## src/rtl/bottle_fill_ctrl.sv

```systemverilog
// Per-bottle pill fill controller: counts synchronised pill edges up to a
// latched BCD limit, runs the bottle swap handshake and counts finished bottles.
module bottle_fill_ctrl (
    input  logic       CLK,
    input  logic       RST_n,
    input  logic       EN_work,
    input  logic       EN_set,
    input  logic [3:0] maxL,
    input  logic [3:0] maxH,
    input  logic       pill_in,
    input  logic       bottle_ready,
    input  logic       clr,
    output logic       gate_open,
    output logic       full,
    output logic       done,
    output logic       err,
    output logic [3:0] cntL,
    output logic [3:0] cntH,
    output logic [3:0] botL,
    output logic [3:0] botH
);

    localparam logic [1:0] S_IDLE  = 2'd0;
    localparam logic [1:0] S_FILL  = 2'd1;
    localparam logic [1:0] S_FULL  = 2'd2;
    localparam logic [1:0] S_EMPTY = 2'd3;

    logic [1:0] r_state;
    logic       r_s1;
    logic       r_s2;
    logic       r_s3;
    logic [3:0] r_limL;
    logic [3:0] r_limH;
    logic [3:0] r_cntL;
    logic [3:0] r_cntH;
    logic [3:0] r_botL;
    logic [3:0] r_botH;
    logic       r_done;
    logic       r_err;

    logic       w_pulse;
    logic       w_run;
    logic       w_start;
    logic [3:0] w_inL;
    logic [3:0] w_inH;
    logic [3:0] w_cnt_nL;
    logic [3:0] w_cnt_nH;
    logic [3:0] w_bot_nL;
    logic [3:0] w_bot_nH;
    logic       w_hit;

    assign w_pulse = r_s2 & ~r_s3;
    assign w_run   = EN_work & ~EN_set;
    assign w_start = w_run & bottle_ready & ({maxH, maxL} != 8'h00);

    // Out-of-range digits are clamped so the limit is always reachable.
    assign w_inL = (maxL > 4'd9) ? 4'd9 : maxL;
    assign w_inH = (maxH > 4'd9) ? 4'd9 : maxH;

    assign w_cnt_nL = (r_cntL == 4'd9) ? 4'd0 : r_cntL + 4'd1;
    assign w_cnt_nH = (r_cntL != 4'd9) ? r_cntH :
                      (r_cntH == 4'd9) ? 4'd0 : r_cntH + 4'd1;
    assign w_bot_nL = (r_botL == 4'd9) ? 4'd0 : r_botL + 4'd1;
    assign w_bot_nH = (r_botL != 4'd9) ? r_botH :
                      (r_botH == 4'd9) ? 4'd0 : r_botH + 4'd1;
    assign w_hit    = ({w_cnt_nH, w_cnt_nL} == {r_limH, r_limL});

    assign gate_open = (r_state == S_FILL) & w_run;
    assign full      = (r_state == S_FULL);
    assign done      = r_done;
    assign err       = r_err;
    assign cntL      = r_cntL;
    assign cntH      = r_cntH;
    assign botL      = r_botL;
    assign botH      = r_botH;

    always_ff @(posedge CLK or negedge RST_n) begin
        if (!RST_n) begin
            r_s1 <= 1'b0;
            r_s2 <= 1'b0;
            r_s3 <= 1'b0;
        end else begin
            r_s1 <= pill_in;
            r_s2 <= r_s1;
            r_s3 <= r_s2;
        end
    end

    always_ff @(posedge CLK or negedge RST_n) begin
        if (!RST_n) begin
            r_state <= S_IDLE;
            r_limL  <= 4'd0;
            r_limH  <= 4'd0;
            r_cntL  <= 4'd0;
            r_cntH  <= 4'd0;
            r_botL  <= 4'd0;
            r_botH  <= 4'd0;
            r_done  <= 1'b0;
            r_err   <= 1'b0;
        end else if (clr) begin
            r_state <= S_IDLE;
            r_cntL  <= 4'd0;
            r_cntH  <= 4'd0;
            r_botL  <= 4'd0;
            r_botH  <= 4'd0;
            r_done  <= 1'b0;
            r_err   <= 1'b0;
        end else begin
            r_done <= 1'b0;
            case (r_state)
                S_IDLE, S_EMPTY: begin
                    if (w_pulse && r_state == S_EMPTY) begin
                        r_err <= 1'b1;
                    end
                    if (w_start) begin
                        r_state <= S_FILL;
                        r_cntL  <= 4'd0;
                        r_cntH  <= 4'd0;
                        r_limL  <= w_inL;
                        r_limH  <= w_inH;
                    end
                end
                S_FILL: begin
                    if (w_pulse && w_run) begin
                        r_cntL <= w_cnt_nL;
                        r_cntH <= w_cnt_nH;
                        if (w_hit) begin
                            r_state <= S_FULL;
                            r_done  <= 1'b1;
                            r_botL  <= w_bot_nL;
                            r_botH  <= w_bot_nH;
                        end
                    end
                end
                default: begin
                    if (w_pulse) begin
                        r_err <= 1'b1;
                    end
                    if (!bottle_ready) begin
                        r_state <= S_EMPTY;
                    end
                end
            endcase
        end
    end

endmodule

```

## config.mk

```make
export PLATFORM = sky130hd
export DESIGN_NAME = bottle_fill_ctrl
export DESIGN_NICKNAME = d
export VERILOG_FILES = /design/src/rtl/bottle_fill_ctrl.sv
export SDC_FILE = /design/constraint.sdc
export NUM_CORES = 1
export LEC_CHECK = 0
export BUFFER_PORTS_ARGS = -buffer_cell sky130_fd_sc_hd__buf_2
export CORE_AREA = 3 3 56 84
export DETAILED_ROUTE_END_ITERATION = 7
export DIE_AREA = 0 0 59 87
export PLACE_DENSITY = 0.68
export SLEW_MARGIN = 20
export SYNTH_ARGS = -nofsm -noshare
export SYNTH_HDL_FRONTEND = slang
export SYNTH_SLANG_ARGS = --single-unit
```

## constraint.sdc

```tcl
create_clock -name CLK -period 4 [get_ports CLK]
set_clock_uncertainty 0.2 [all_clocks]
set_input_delay 0.6 -clock CLK [delete_from_list [all_inputs] [get_ports CLK]]
set_output_delay 0.6 -clock CLK [all_outputs]
set_load 0.03 [all_outputs]
```

==> flow_summary.yaml <==
logic_synthesis:
  async_flop_share_pct: 100
  yosys-top-cells-count: "dfrtp_1 (31), o21ai_0 (21), nor2_1 (19)"
  yosysSeqAreaShare_pct: 38.8
  yosysTopAreaCell: "dfrtp_1"
  yosys_register_bits: 31
  avgSynthCellArea_um2: 8.98
  yosys_most_used_dff: "dfrtp_1"
  yosys-top-cells-area: "dfrtp_1 (39%), o21ai_0 (5.3%), ha_1 (4.4%), nor2_1 (3.6%), inv_1 (3.4%)"
  synth_cell_types: 53
  syn-num-nets: 245
  ys_warn_count: 0
  synth_edf_count: 0
  syn_inst: 223
  synth_top_area_share_pct: 38.8
  synthMostInstantiatedCell: "dfrtp_1"
  syn-cell-area_um2: 2000
route:
  drtIter0Drc: 78
  vias_per_cell: 5.87
  drtAntennaViolNets: 0
  drt-wirelength-per-cell_um: 14.6
  drc: 0
  vias: 1767
  drt-total-wl_um: 4380
  firstDrtPassIters: 4
global_route:
  met2_usage_pct: 33.0
  grt_usage_pct: 19.6
  antenna_found_initial: 0
  use_met3_pct: 4.15
  first_global_vias: 1685
  grt_pass1_wl_um: 7740
  grt_max_degree: 32
  busiest_layer: "met2"
  grtUsageMet1_pct: 23.6
  overflow: 0
cts:
  clk_pin_slew_ps: 70
  cts_hold_buf: 0
  cts.path.max_buffers: 2
  cts_resized: 0
  cts_buffers: 5
  clock_latency_ps: 290
  cts_max_level: 2
  cts_setup_buffers: 0
  clockRootBuffer: "clkbuf_8"
  clock-sinks: 31
  cts_tree: "yes"
floorplanning:
  floorplan.initialDensity_pct: 50.1
  dieArea_um2: 5130
  pin_count: 35
  rows: 28
  die_w_um: 59
  die_h_um: 87
  core_um2: 3990
finish:
  multi_input_area_um2: 1120
  fin_nets: 277
  fin_area_um2: 2300
  syn_to_final_growth_pct: 14.8
  drive_above_1_share_pct: 21.5
  fillers: 375
  register_area_um2: 776
  antenna_cells: 0
sta:
  maxSlewViolCount: 0
  fmax_mhz: 351
  slew_headroom_pct: 43.9
  whs_ps: 144
  final-hold-violation-count: 0
  period_share_pct: 71.1
  post-route-min-period_ps: 2850
  setup_tns_ps: 0
  setup_viol: 0
  rsz0062_at_grt: "false"
  worst_pin_slew_ps: 834
place:
  gp_congestion: 0.831
  placed_area_um2: 2190
  dp_hpwl_um: 3290
  portBuffers: 34
worst_setup_path:
  max_stage_delay_ps: 520
  path_class: "flip-flop to flip-flop"
  worstPathCellList: "ha_1 -> nand2b_1 -> and3_1 -> or4_4 -> a21oi_2 -> nand4_1 -> or4b_1 -> a31oi_1"
  endpoint_kind: "flip-flop"
  r2r-end: "botH[3]"
  critical-path-slowest-cell: "or4b_1"
  reg2reg_depth: 8
  crit_fanout: 9
  worst_setup_path_start_kind: "flip-flop"
  reg2reg_slack_ps: 1150
  r2r-start: "cntH[0]"
  worstPathArrival_ps: 2860
  crit_required_ps: 4010
power_and_ir_drop:
  ir_drop_v: 0.000492
  pwr_density_cell_nw_per_um2: 510
  power.leakage_nw: 1.06
run_status:
  outcome: "finished, final reports clean"
min_path:
  worstHoldPathType: "input pin to asynchronous set/reset pin"
flow_run:
  cap_viol_max_count: 0
[kinds of logic (layout without fill, tap and decap cells)]
group                    Yosys count  in the layout  share of synthesized area, %
XOR/XNOR                           5              5                          2.19
AO/OA/AOI/OAI                     61             61                          19.8
adder cells (fa/ha/maj)            7              7                          4.37
multiplexers                       5              5                          2.69
AND/OR/NAND/NOR                   87             87                          26.7
buffers and inverters             27             60                          5.50
flip-flops                        31             31                          38.7
[cell usage in the layout (no fill, tap or decap), types with 3 or more instances in the layout]
| cell type | n |
|---|---|
| mux2_2 | 3 |
| nor3b_1 | 3 |
| xor2_1 | 4 |
| dfrtp_1 | 31 |
| and2_1 | 4 |
| nand2_1 | 17 |
| a21oi_1 | 10 |
| o41ai_1 | 3 |
| clkbuf_8 | 5 |
| o31ai_1 | 4 |
| nand3_1 | 4 |
| nor2_1 | 19 |
| or4_1 | 3 |
| nand3b_1 | 7 |
| a31oi_1 | 6 |
| inv_1 | 18 |
| nor2b_1 | 5 |
| nor3_1 | 5 |
| o21ai_0 | 21 |
| ha_1 | 7 |
| buf_2 | 34 |
[stage by stage]
stage | cells | util (%) | setup WS, ps | power, W
after global routing | 301 | 57.6 | 988 | 0.00126
final | 301 | 57.6 | 1150 | 0.00117
after global placement | 293 | 54.7 | 1120 | 0.000862
after floorplan | 223 | - | 1150 | 0.000762
after CTS | 301 | 57.6 | 1130 | 0.00118
after detailed placement | 293 | 54.7 | 1070 | 0.000867
[state kept, by name, summed over array words and instances, names as in the netlist]
| register | cells |
|---|---|
| botH | 4 |
| botL | 4 |
| cntH | 4 |
| cntL | 4 |
| done | 1 |
| err | 1 |
| r_limH | 4 |
| r_limL | 4 |
| r_s1 | 1 |
| r_s2 | 1 |
| r_s3 | 1 |
| r_state | 2 |
[layer usage]
layer | part of all wire (%) | wire length, um
met5 | 0 | 0
met4 | 2.2 | 98
met2 | 54 | 2380
met3 | 3.0 | 132
met1 | 41 | 1770
[cell type report]
cell class | count | share of cell area [%]
clock buffer | 5 | 2.99
clock inverter | 3 | 1.91
tap | 45 | 2.45
sequential | 31 | 33.8
inverter | 18 | 2.94
timing repair buffer | 34 | 7.40
multi-input combinational | 165 | 48.6
[critical path: cells and delay by family (launching register included)]
kind	cells	cell delay (ps)
compound gates	2	410
fa+ha+maj	1	220
flops	1	510
simple gates	5	1430
[power breakdown]
group | internal [W] | switching (W) | leakage (nW)
combinational | 0.000168 | 0.000250 | 0.592
sequential | 0.000372 | 0.0000735 | 0.406
clock | 0.000185 | 0.000124 | 0.0581
[worst max path at each step]
stage               to     from  cells past startpoint  slack (ps)
2_1_floorplan  botH[3]  cntH[0]                      8        1150
3_3_place_gp   cntH[0]  maxL[3]                      7        1120
3_5_place_dp   cntH[0]  maxL[3]                      7        1070
4_1_cts        botH[3]  cntH[0]                      8        1130
5_1_grt        botH[3]  cntH[0]                      8         990
6_report       botH[3]  cntH[0]                      8        1150
Note: power is estimated with default switching activity, not from simulation.
